[src/rtl/pkg_in_arb_pkg.sv]
// Shared definitions for the multi-channel packet input arbiter.
package pkg_in_arb_pkg;

  localparam int unsigned ID_W = 3;

  typedef enum logic [1:0] {
    ST_ARB   = 2'b00,
    ST_XFER  = 2'b01,
    ST_DRAIN = 2'b10
  } state_e;

  function automatic logic [ID_W-1:0] wrap_inc(input logic [ID_W-1:0] v, input int unsigned n);
    if (32'(v) + 32'd1 >= n) return '0;
    return v + 1'b1;
  endfunction

endpackage

[src/rtl/pkg_in_arb_rr_pick.sv]
// Combinational round-robin picker: first set request at or after the pointer.
module rr_pick
  import pkg_in_arb_pkg::*;
#(
  parameter int unsigned N = 8
) (
  input  logic [N-1:0]    req_i,
  input  logic [ID_W-1:0] ptr_i,
  output logic            vld_o,
  output logic [ID_W-1:0] idx_o
);

  always_comb begin
    int unsigned c;
    logic [ID_W-1:0] ci;
    vld_o = 1'b0;
    idx_o = '0;
    c     = 0;
    ci    = '0;
    for (int unsigned i = 0; i < N; i++) begin
      c = 32'(ptr_i) + i;
      if (c >= N) c = c - N;
      ci = c[ID_W-1:0];
      if (!vld_o && req_i[ci]) begin
        vld_o = 1'b1;
        idx_o = ci;
      end
    end
  end

endmodule

[src/rtl/pkg_in_arb.sv]
// QoS-first round-robin packet arbiter; forwards one granted channel as a registered
// gapless byte stream, aborting stalled, truncated or oversized packets.
module pkg_in_arb
  import pkg_in_arb_pkg::*;
#(
  parameter int unsigned CH_NUM  = 8,
  parameter int unsigned MAX_LEN = 127
) (
  input  logic                  clk,
  input  logic                  rst_n,
  input  logic [CH_NUM-1:0]     ch_valid,
  input  logic [8*CH_NUM-1:0]   ch_data,
  input  logic [CH_NUM-1:0]     ch_sop,
  input  logic [CH_NUM-1:0]     ch_eop,
  input  logic [CH_NUM-1:0]     ch_qos,
  output logic [CH_NUM-1:0]     ch_ready,
  output logic [7:0]            chx_data_out,
  output logic                  chx_sop_out,
  output logic                  chx_eop_out,
  output logic                  chx_qos_out,
  output logic [ID_W-1:0]       chx_id_out,
  output logic                  drop_pulse
);

  state_e          state_q, state_d;
  logic [ID_W-1:0] gnt_q, gnt_d, rr_h_q, rr_h_d, rr_l_q, rr_l_d;
  logic [6:0]      len_q, len_d;
  logic            pqos_q, pqos_d;
  logic [7:0]      data_q;
  logic            sop_q, eop_q, qos_q, drop_q;
  logic [ID_W-1:0] id_q;

  logic [CH_NUM-1:0] cand, cand_h, cand_l;
  logic              hit_h, hit_l, fwd, abort, drop_d;
  logic [ID_W-1:0]   idx_h, idx_l;
  logic              g_valid, g_sop, g_eop;
  logic [7:0]        g_data;

  assign cand   = ch_valid & ch_sop & ~ch_eop;
  assign cand_h = cand & ch_qos;
  assign cand_l = cand & ~ch_qos;

  rr_pick #(.N(CH_NUM)) u_pick_h (.req_i(cand_h), .ptr_i(rr_h_q), .vld_o(hit_h), .idx_o(idx_h));
  rr_pick #(.N(CH_NUM)) u_pick_l (.req_i(cand_l), .ptr_i(rr_l_q), .vld_o(hit_l), .idx_o(idx_l));

  assign g_valid = ch_valid[gnt_q];
  assign g_sop   = ch_sop[gnt_q];
  assign g_eop   = ch_eop[gnt_q];
  assign g_data  = ch_data[8*gnt_q +: 8];

  always_comb begin
    state_d  = state_q;
    gnt_d    = gnt_q;
    rr_h_d   = rr_h_q;
    rr_l_d   = rr_l_q;
    len_d    = len_q;
    pqos_d   = pqos_q;
    ch_ready = '0;
    fwd      = 1'b0;
    abort    = 1'b0;
    drop_d   = 1'b0;
    unique case (state_q)
      ST_ARB: begin
        // Headless bytes and single-byte packets are flushed; neither is ever a candidate.
        ch_ready = ch_valid & (~ch_sop | ch_eop);
        drop_d   = |(ch_valid & ch_sop & ch_eop);
        len_d    = '0;
        if (hit_h) begin
          gnt_d   = idx_h;
          pqos_d  = 1'b1;
          rr_h_d  = wrap_inc(idx_h, CH_NUM);
          state_d = ST_XFER;
        end else if (hit_l) begin
          gnt_d   = idx_l;
          pqos_d  = 1'b0;
          rr_l_d  = wrap_inc(idx_l, CH_NUM);
          state_d = ST_XFER;
        end
      end
      ST_XFER: begin
        // len is zero until the sop byte has gone out, so it doubles as the "started" flag.
        if (len_q == '0) begin
          ch_ready[gnt_q] = 1'b1;
          if (g_valid) begin
            fwd   = 1'b1;
            len_d = len_q + 7'd1;
            if (g_eop) state_d = ST_ARB;
          end
        end else if (!g_valid) begin
          abort   = 1'b1;
          state_d = ST_DRAIN;
        end else if (g_sop) begin
          abort   = 1'b1;
          state_d = ST_ARB;
        end else begin
          ch_ready[gnt_q] = 1'b1;
          if (g_eop) begin
            fwd     = 1'b1;
            len_d   = len_q + 7'd1;
            state_d = ST_ARB;
          end else if (len_q == 7'(MAX_LEN)) begin
            abort   = 1'b1;
            state_d = ST_DRAIN;
          end else begin
            fwd   = 1'b1;
            len_d = len_q + 7'd1;
          end
        end
        drop_d = abort;
      end
      ST_DRAIN: begin
        if (g_valid && g_sop) begin
          state_d = ST_ARB;
        end else begin
          ch_ready[gnt_q] = 1'b1;
          if (g_valid && g_eop) state_d = ST_ARB;
        end
      end
      default: state_d = ST_ARB;
    endcase
    if (!rst_n) ch_ready = '0;
  end

  always_ff @(posedge clk or negedge rst_n) begin
    if (!rst_n) begin
      state_q <= ST_ARB;
      gnt_q   <= '0;
      rr_h_q  <= '0;
      rr_l_q  <= '0;
      len_q   <= '0;
      pqos_q  <= 1'b0;
      data_q  <= '0;
      sop_q   <= 1'b0;
      eop_q   <= 1'b0;
      qos_q   <= 1'b0;
      id_q    <= '0;
      drop_q  <= 1'b0;
    end else begin
      state_q <= state_d;
      gnt_q   <= gnt_d;
      rr_h_q  <= rr_h_d;
      rr_l_q  <= rr_l_d;
      len_q   <= len_d;
      pqos_q  <= pqos_d;
      drop_q  <= drop_d;
      if (fwd) begin
        data_q <= g_data;
        sop_q  <= g_sop;
        eop_q  <= g_eop;
        qos_q  <= pqos_q;
        id_q   <= gnt_q;
      end else if (abort) begin
        data_q <= '0;
        sop_q  <= 1'b1;
        eop_q  <= 1'b1;
        qos_q  <= pqos_q;
        id_q   <= gnt_q;
      end else begin
        data_q <= '0;
        sop_q  <= 1'b0;
        eop_q  <= 1'b0;
      end
    end
  end

  assign chx_data_out = data_q;
  assign chx_sop_out  = sop_q;
  assign chx_eop_out  = eop_q;
  assign chx_qos_out  = qos_q;
  assign chx_id_out   = id_q;
  assign drop_pulse   = drop_q;

endmodule

[config.mk]
export PLATFORM = sky130hd
export DESIGN_NAME = pkg_in_arb
export DESIGN_NICKNAME = d
export VERILOG_FILES = /design/src/rtl/pkg_in_arb_pkg.sv /design/src/rtl/pkg_in_arb_rr_pick.sv /design/src/rtl/pkg_in_arb.sv
export SDC_FILE = /design/constraint.sdc
export NUM_CORES = 1
export LEC_CHECK = 0
export CORE_MARGIN = 8
export CORE_UTILIZATION = 42
export DETAILED_ROUTE_END_ITERATION = 7
export PLACE_DENSITY = 0.81
export REMOVE_ABC_BUFFERS = 1
export SYNTH_ARGS = -nofsm -noshare
export SYNTH_HDL_FRONTEND = slang
export SYNTH_SLANG_ARGS = --single-unit
[constraint.sdc]
create_clock -name clk -period 6.1 [get_ports clk]
set_input_delay 1.22 -clock clk [delete_from_list [all_inputs] [get_ports clk]]
set_output_delay 1.22 -clock clk [all_outputs]
set_load 0.005 [all_outputs]
; Word level (Yosys, flattened, before mapping)
; Cells that the tools add are included.
[op_classes]
n_mux = 150
shift = 1
n_reduce_logical = 42
addsub = 35
n_lt_le_gt_ge = 36
bitwise = 11
eq_ne = 11
[op_table]
columns = op, n
row1 = 3-bit two-way mux, 40
row2 = "3-bit by 4-bit less-than comparator with 1-bit output, second input constant", 17
row3 = "4-bit >= comparator, second input constant", 16
row4 = 64-bit by 7-bit indexed part select with 8-bit output, 1
row5 = 1-bit two-way mux, 63
row6 = 1-bit binary-select mux with 3-bit select, 19
row7 = 8-bit AND, 6
row8 = 8-bit two-way mux, 6
row9 = "3-bit by 1-bit subtractor with 3-bit output, second input constant", 16
row10 = 7-bit two-way mux, 6
row11 = "3-bit by 3-bit adder with 4-bit output, second input constant", 8
row12 = 8-bit inverter, 3
row13 = 8-bit case mux with 3 select lines, 1
row14 = 2-bit two-way mux, 11
row15 = 1-bit logical AND, 17
row16 = "3-bit by 1-bit adder with 4-bit output, second input constant", 4
row17 = "3-bit by 2-bit adder with 4-bit output, second input constant", 4
row18 = "3-bit inequality test, second input constant", 5
row19 = 1-bit zero test, 14
row20 = 7-bit case mux with 2 select lines, 1
row21 = "3-bit by 4-bit >= comparator with 1-bit output, second input constant", 2
row22 = 8-bit OR, 1
row23 = 8-bit OR reduction, 1
row24 = "7-bit by 1-bit adder with 7-bit output, second input constant", 1
row25 = other kinds (19), 23
[totals]
out_inout_bits = 23
input_bits = 98
regBits = 34
elab_cells = 298

; Logic depth before layout (Yosys ltp)
; Gate-level depths: netlist (run 1).
[depth]
depth_word = 34
mapped_depth = 13
ltp_nobuf = 12

; By module
; A second synthesis (run 1) with hierarchy kept.
[hier_totals]
cells_unflattened = 502
area_unflattened_um2 = 4292.9
[by_module_without_submodules]
columns = mod, area_each_um2, cells_per_inst, seq_area_each_um2, n_inst
row1 = pkg_in_arb, 2666.3, 302, 850.8, 1
row2 = rr_pick, 813.3, 100, 0.0, 2

; Worst setup path before layout (run 1)
; Ideal clock, no wire load.
[synth_timing]
path_type = in2out
from = in ch_sop[3]
to = out ch_ready[2]
path_slack_ns = 2.167
required_ns = 4.880
t_arrival_ns = 2.713
cell_stages = 9
path_buffers = 0
cell_sequence = mux2_2 a2bb2oi_1 o22ai_1 or2_2 a211oi_1 a31oi_1 nor2b_1 a32oi_1 nor2_1
[synth_between]
elab_chain_cells = 7
elab_cells_between_ends = 9
classes_between = mux (8) / reduce/logical (1)
[synth_rtl]
columns = item, line_no
row1 = from (decl), pkg_in_arb.sv:13  ; input logic [CH_NUM-1:0] ch_sop,
row2 = 1-bit binary-select mux with 3-bit select (*), pkg_in_arb.sv:47  ; assign g_sop = ch_sop[gnt_q];
row3 = 1-bit two-way mux (implied by the code) (*), pkg_in_arb.sv:47
row4 = 8-bit two-way mux, pkg_in_arb.sv:92  ; end else if (g_sop) begin
row5 = 8-bit two-way mux, pkg_in_arb.sv:89  ; end else if (!g_valid) begin
row6 = 8-bit two-way mux, pkg_in_arb.sv:82  ; if (len_q == '0) begin
row7 = 8-bit case mux with 3 select lines (*), pkg_in_arb.sv:62  ; unique case (state_q)
row8 = 8-bit two-way mux (*), pkg_in_arb.sv:121  ; if (!rst_n) ch_ready = '0;
row9 = to (decl), pkg_in_arb.sv:16  ; output logic [CH_NUM-1:0] ch_ready,
; Every way passes the cells marked *; elsewhere a longest branch is shown, timed or not. The select of a mux whose other input is x is not followed.

; Worst setup path in the final report (run 1)
[layout_timing]
from = in ch_sop[3]
to = out ch_ready[3]
[layout_between]
elab_chain_cells = 7
elab_cells_between_ends = 12
classes_between = mux (8) / bitwise (3) / reduce/logical (1)
[layout_rtl]
columns = item, line_no
row1 = 1-bit binary-select mux with 3-bit select, pkg_in_arb.sv:47
row2 = 1-bit two-way mux (implied by the code), pkg_in_arb.sv:47
row3 = 8-bit two-way mux, pkg_in_arb.sv:92
row4 = 8-bit two-way mux, pkg_in_arb.sv:89
row5 = 8-bit two-way mux, pkg_in_arb.sv:82
row6 = 8-bit case mux with 3 select lines (*), pkg_in_arb.sv:62
row7 = 8-bit two-way mux (*), pkg_in_arb.sv:121
; Marks and branches as above.

==> results.py, run 1 <==
metrics = {
    "run_status": {
        "status": "completed",
    },
    "sta": {
        "relSlewSlack": 0.2814,
        "fin_crit_sh": 0.8606,
        "hold_viol": 0,
        "worst_pin_slew_ns": 1.063,
        "fin_crit_ns": 5.250,
        "drv_slew": 0,
        "rsz0062_at_grt": "no",
        "timing.hold.ws_ns": 0.5094,
        "fmax_mhz": 190.5,
        "setup_slack_ns": 0.8501,
        "skew_ns": 0.006291,
        "setup_violations": 0,
        "fin_setup_tns_ns": 0,
    },
    "setup_path": {
        "r2r_slack_ns": 2.09,
        "ff2ff_path_depth": 9,
        "cp.arrival_ns": 4.03,
        "critPathLaunch": "ch_sop[3]",
        "path_max_fanout": 6,
        "r2r_start": "rr_h_q[0]",
        "reg2reg_to": "rr_h_q[1]",
        "required_ns": 4.88,
        "endpoint_kind": "output pin",
        "crit_type": "primary input to output pin",
        "worstSetupStartpointType": "primary input",
    },
    "logic_synthesis": {
        "yosys.area_share.adder": 0.02432,
        "yosys_warnings": 0,
        "synth_seq_cells": 34,
        "synth_top_family_by_area": "simple AND/OR/NAND/NOR gates",
        "syn_inst": 469,
        "ys.flop_type": "dfrtp_1",
        "syn_area_um2": 4116,
        "yosys-mux-area-fraction": 0.2474,
        "ys_types": 65,
        "synthSimpleGateAreaFrac": 0.2541,
        "synth_compound_area_frac": 0.2076,
        "avgSynthCellArea_um2": 8.777,
        "synth-xor-area-share": 0.02340,
        "seq_area_frac_synth": 0.2067,
        "async_flop_share": 1.000,
        "synth_edf_count": 0,
    },
    "clock_tree": {
        "cts_buffer_depth": 2,
        "clk_pin_slew_ns": 0.07,
        "htree_levels": 2,
        "cts_resized": 0,
        "clkSinkCount": 34,
        "clk_latency_ns": 0.29,
        "numCtsBuffers": 5,
        "cts_hold_buf": 0,
        "root_buffer": "clkbuf_8",
        "postCtsSetupRepairBufs": 0,
        "tritoncts": "built",
    },
    "placement": {
        "dp_worst_setup_slack_ns": 0.9115,
        "place.gp.congestion": 0.9577,
        "dp_hpwl_mm": 11.29,
        "portBuffers": 120,
    },
    "pwr": {
        "p_leak_nw": 2.183,
        "power_density_nw_per_um2": 428.6,
        "irDropWorstVdd_mv": 0.1813,
    },
    "die": {
        "die_w_um": 115,
        "io_pins": 121,
        "dieArea_um2": 13230,
        "rows": 36,
        "fp.coreArea_um2": 9639,
        "chipHeight_um": 115,
        "start_util": 0.4271,
    },
    "global_route": {
        "first_global_vias": 4418,
        "antenna_found_initial": 0,
        "overflow": 0,
        "grt_max_degree": 36,
        "grt_usage": 0.2039,
        "grt_pass1_wl_mm": 21.77,
    },
    "min_path": {
        "hold_start": "chx_id_out[2]",
        "whs_path_depth": 1,
        "whs_endpoint": "chx_id_out[2]",
        "hold_path_class": "flip-flop to flip-flop",
    },
    "cells_and_area": {
        "insertedDiodeCount": 0,
        "layout_commonest_cell": "clkdlybuf4s50_1",
        "fin_nets": 683,
        "area_growth_pct": 34.16,
        "mostFrequentLayoutCells": "clkdlybuf4s50_1, nor2_1, nand2_1",
        "drive_gt1_frac": 0.1176,
    },
    "run": {
        "cap_violations": 0,
    },
    "detailed_routing": {
        "first_pass_iters": 5,
        "drcViolationCount": 0,
        "num_vias": 4420,
        "ant_nets": 0,
        "drt_first_iter_violations": 350,
        "vias_per_cell": 6.217,
        "wl_per_cell_um": 19.42,
        "wirelength_mm": 13.81,
    },
}
[state kept, by name, indices dropped and copies added (netlist names)]
signal	count
gnt_q	3
len_q	7
chx_sop_out	1
pqos_q	1
rr_l_q	3
rr_h_q	3
drop_pulse	1
chx_data_out	8
chx_qos_out	1
state_q	2
chx_id_out	3
chx_eop_out	1
[worst max path at each step]
stage / to / slack [ns] / depth (start not counted)
3_3_place_gp: ch_ready[1] / 0.94 / 11
5_1_grt: ch_ready[0] / 0.66 / 11
2_1_floorplan: ch_ready[2] / 2.12 / 9
6_report: ch_ready[3] / 0.85 / 11
4_1_cts: ch_ready[2] / 0.90 / 11
3_5_place_dp: ch_ready[3] / 0.91 / 11
[logic make-up (layout without fill, tap and decap cells)]
family	Yosys count	after routing
buf+inv	40	149
compound gates	124	124
simple gates	186	186
fa+ha+maj	8	8
mux	66	66
flops	34	34
xor+xnor	11	11
[stage by stage]
stage          cell area (µm²)  power [W]  cells    util
2_1_floorplan             4030   0.001668    446       -
3_3_place_gp              5428   0.002126    703  0.5631
3_5_place_dp              5428   0.002178    703  0.5631
4_1_cts                   5523   0.002360    711  0.5729
5_1_grt                   5523   0.002557    711  0.5729
6_report                  5523   0.002367    711  0.5729
[Yosys cell counts, types with 3 or more instances]
cell,count,area [µm²]
a221oi_1,4,35.03
and4b_1,8,80.08
mux2_2,16,180.2
o221ai_1,3,26.28
o22ai_1,9,56.30
nand4_1,5,31.28
mux4_2,27,608.1
inv_1,14,52.55
dfrtp_1,34,850.8
a22oi_1,7,52.55
nand2_1,36,135.1
o21ai_0,19,95.09
nand2b_1,17,106.4
nand3_1,15,75.07
clkbuf_1,22,82.58
a32oi_1,10,87.58
and2_1,3,18.77
nor3_1,8,40.04
nor2b_1,10,62.56
or2_2,3,18.77
nand4b_1,10,87.58
nor2_1,50,187.7
a21boi_0,3,22.52
a31oi_1,7,43.79
a21o_1,3,22.52
and3_1,4,25.02
mux2i_1,23,230.2
xor2_1,9,78.83
a211oi_1,4,30.03
and4bb_1,4,50.05
ha_1,8,100.1
a21oi_1,27,135.1
a211o_1,3,26.28
[cell type report]
cell class	instances	area [µm²]
clock inverters	2	12.51
fillers	845	4116
well taps	133	166.4
flip-flops and latches	34	850.8
multi-input cells	395	3115
repair buffers	124	1231
clock buffers	6	82.58
inverters	17	63.81
[routing by layer]
metal  global-route usage  vias up  share of wire
met1               0.2331     2096           0.38
met2               0.3593      255           0.50
met5                    0        -              0
met4              0.05604        0          0.017
li1                     -     2049              -
met3              0.06250       20           0.11
[power breakdown]
group	switching, W	internal, W
clock network	0.0000839	0.0000906
logic	0.000907	0.000813
registers	0.000167	0.000306
total	0.00116	0.00121
[critical path, cell delays in order]
cell,delay [ns]
clkdlybuf4s50_1,0.50
mux2_2,0.31
a2bb2oi_1,0.15
o22ai_1,0.12
or2_2,0.32
a211oi_1,0.24
a31oi_1,0.09
nor2b_1,0.31
a32oi_1,0.10
nor2_1,0.14
clkdlybuf4s50_1,0.54
Power figures use the tool's default switching activity.
==> run 2, diff against run 1 <==
--- a/config.mk
+++ b/config.mk
@@ -6,9 +6,10 @@
 export NUM_CORES = 1
 export LEC_CHECK = 0
 export CORE_MARGIN = 8
-export CORE_UTILIZATION = 42
+export CORE_UTILIZATION = 45
 export DETAILED_ROUTE_END_ITERATION = 7
-export PLACE_DENSITY = 0.81
+export PLACE_DENSITY = 0.86
+export RECOVER_POWER = 50
 export REMOVE_ABC_BUFFERS = 1
 export SYNTH_ARGS = -nofsm -noshare
 export SYNTH_HDL_FRONTEND = slang
==> run 2 against run 1 <==
Register-to-register slack lost 0.06 ns. Clock-buffer cell count rose by 1. Die area decreased by 5.7%. Via count up 2.3%. Sequential share of layout area barely moved. Hold slack gained 0.0063 ns. Maximum frequency shrank 3.5%. Combinational power barely moved. Global-route usage grew 3.6 points. Largest power group unchanged.
==> results.py, run 2 (synthesis results as in run 1) <==
metrics = {
    "global_route": {
        "first_global_vias": 4731,
        "grt_pass1_wl_mm": 24.27,
        "overflow": 0,
        "grt_max_degree": 36,
        "antenna_found_initial": 0,
        "grt_usage": 0.2398,
    },
    "cells_and_area": {
        "design_area_um2": 5514,
        "layout_commonest_cell": "clkdlybuf4s50_1",
        "largest_reg_flops": 8,
        "mostFrequentLayoutCells": "clkdlybuf4s50_1, nor2_1, nand2_1",
        "drive_gt1_frac": 0.1205,
        "area_growth_pct": 33.95,
        "fin_nets": 686,
        "insertedDiodeCount": 0,
    },
    "sta": {
        "hold_viol": 0,
        "setup_slack_ns": 0.6576,
        "worst_pin_slew_ns": 1.126,
        "fin_setup_tns_ns": 0,
        "rsz0062_at_grt": "no",
        "relSlewSlack": 0.2467,
        "fmax_mhz": 183.7,
        "drv_slew": 0,
        "setup_violations": 0,
        "fin_crit_sh": 0.8922,
        "fin_crit_ns": 5.442,
        "skew_ns": 0.01751,
    },
    "detailed_routing": {
        "ant_nets": 0,
        "wirelength_mm": 15.18,
        "wl_per_cell_um": 21.94,
        "vias_per_cell": 6.533,
        "drcViolationCount": 0,
        "drt_first_iter_violations": 344,
        "num_vias": 4521,
        "first_pass_iters": 5,
    },
    "run": {
        "cap_violations": 0,
    },
    "die": {
        "fp.coreArea_um2": 9065,
        "rows": 35,
        "io_pins": 121,
        "start_util": 0.4541,
        "dieArea_um2": 12460,
        "chipHeight_um": 111.6,
        "die_w_um": 111.6,
    },
    "clock_tree": {
        "cts_buffer_depth": 2,
        "tritoncts": "built",
        "postCtsSetupRepairBufs": 0,
        "clk_latency_ns": 0.30,
        "cts_resized": 0,
        "cts_hold_buf": 0,
        "clkSinkCount": 34,
        "htree_levels": 2,
        "clk_pin_slew_ns": 0.07,
        "numCtsBuffers": 5,
        "root_buffer": "clkbuf_8",
    },
    "placement": {
        "dp_worst_setup_slack_ns": 0.7647,
        "dp_hpwl_mm": 12.13,
        "portBuffers": 120,
        "place.gp.congestion": 0.9724,
        "placed_area_um2": 5423,
    },
    "setup_path": {
        "crit_type": "primary input to output pin",
        "cp.arrival_ns": 4.22,
        "ff2ff_path_depth": 9,
        "worstSetupStartpointType": "primary input",
        "required_ns": 4.88,
        "reg2reg_to": "rr_h_q[1]",
        "endpoint_kind": "output pin",
        "r2r_start": "rr_h_q[0]",
        "r2r_slack_ns": 2.03,
        "path_max_fanout": 6,
    },
    "min_path": {
        "whs_path_depth": 1,
        "hold_path_class": "flip-flop to flip-flop",
        "hold_start": "chx_id_out[1]",
        "whs_endpoint": "chx_id_out[1]",
    },
    "run_status": {
        "status": "completed",
    },
    "pwr": {
        "irDropWorstVdd_mv": 0.2006,
        "power_density_nw_per_um2": 438.5,
        "p_leak_nw": 2.228,
    },
}
[run 2: changes by cell type in the layout (fill, tap and decap cells not counted)]
cell,delta
dlygate4sd3_1,+12
clkbuf_1,+1
clkinvlp_4,-1
buf_4,+3
clkdlybuf4s50_1,-12
[run 2: worst max path at each step]
stage               slack [ns]  cells past startpoint  startpoint          end
floorplan                 2.12                      9   ch_sop[3]  ch_ready[2]
global placement          0.84                     11   ch_sop[3]  ch_ready[0]
detailed placement        0.76                     11   ch_sop[1]  ch_ready[0]
CTS                       0.75                     11   ch_sop[1]  ch_ready[0]
global route              0.59                     11   ch_sop[3]  ch_ready[2]
finish                    0.66                     11   ch_sop[1]  ch_ready[7]
[run 2: layout make-up]
cell class | instances | area, µm²
clock buffer | 7 | 86.33
clock inverter | 1 | 5.005
fill | 773 | 3551
inverter | 17 | 63.81
multi-input combinational | 395 | 3115
sequential | 34 | 850.8
tap | 111 | 138.9
timing repair buffer | 127 | 1254
[run 2: where the power goes]
group          total (W)  switching [W]  internal (W)
Sequential      0.000487       0.000182      0.000306
Clock           0.000180      0.0000890     0.0000912
Combinational    0.00175       0.000942      0.000808
[run 2: per-layer routing]
layer / up-vias / routed length (µm) / track usage
met1: 2152 / 5639 / 0.2638
met3: 37 / 1823 / 0.08442
met4: 0 / 495 / 0.1003
li1: 2052 / - / -
met2: 280 / 7224 / 0.4116
met5: - / 0 / 0
[run 2: worst max-delay path: stages]
cell and delay [ns]:
clkdlybuf4s50_1 0.50, mux2_2 0.30, a2bb2oi_1 0.19, o22ai_1 0.13, or2_2 0.33, a211oi_1 0.28
a31oi_1 0.09, nor2b_1 0.35, a32oi_1 0.13, nor2_1 0.15, clkdlybuf4s50_1 0.55
[run 2: stage by stage]
stage                     std cells  utilization  hold WS (ns)  total power, W
final                           692       0.6083        0.5157        0.002418
after global routing            692       0.6083        0.5435        0.002606
after CTS                       692       0.6083        0.5220        0.002409
after detailed placement        684       0.5982        0.4977        0.002218
after global placement          684       0.5982        0.4889        0.002162
after floorplan                 446            -        0.4638        0.001668
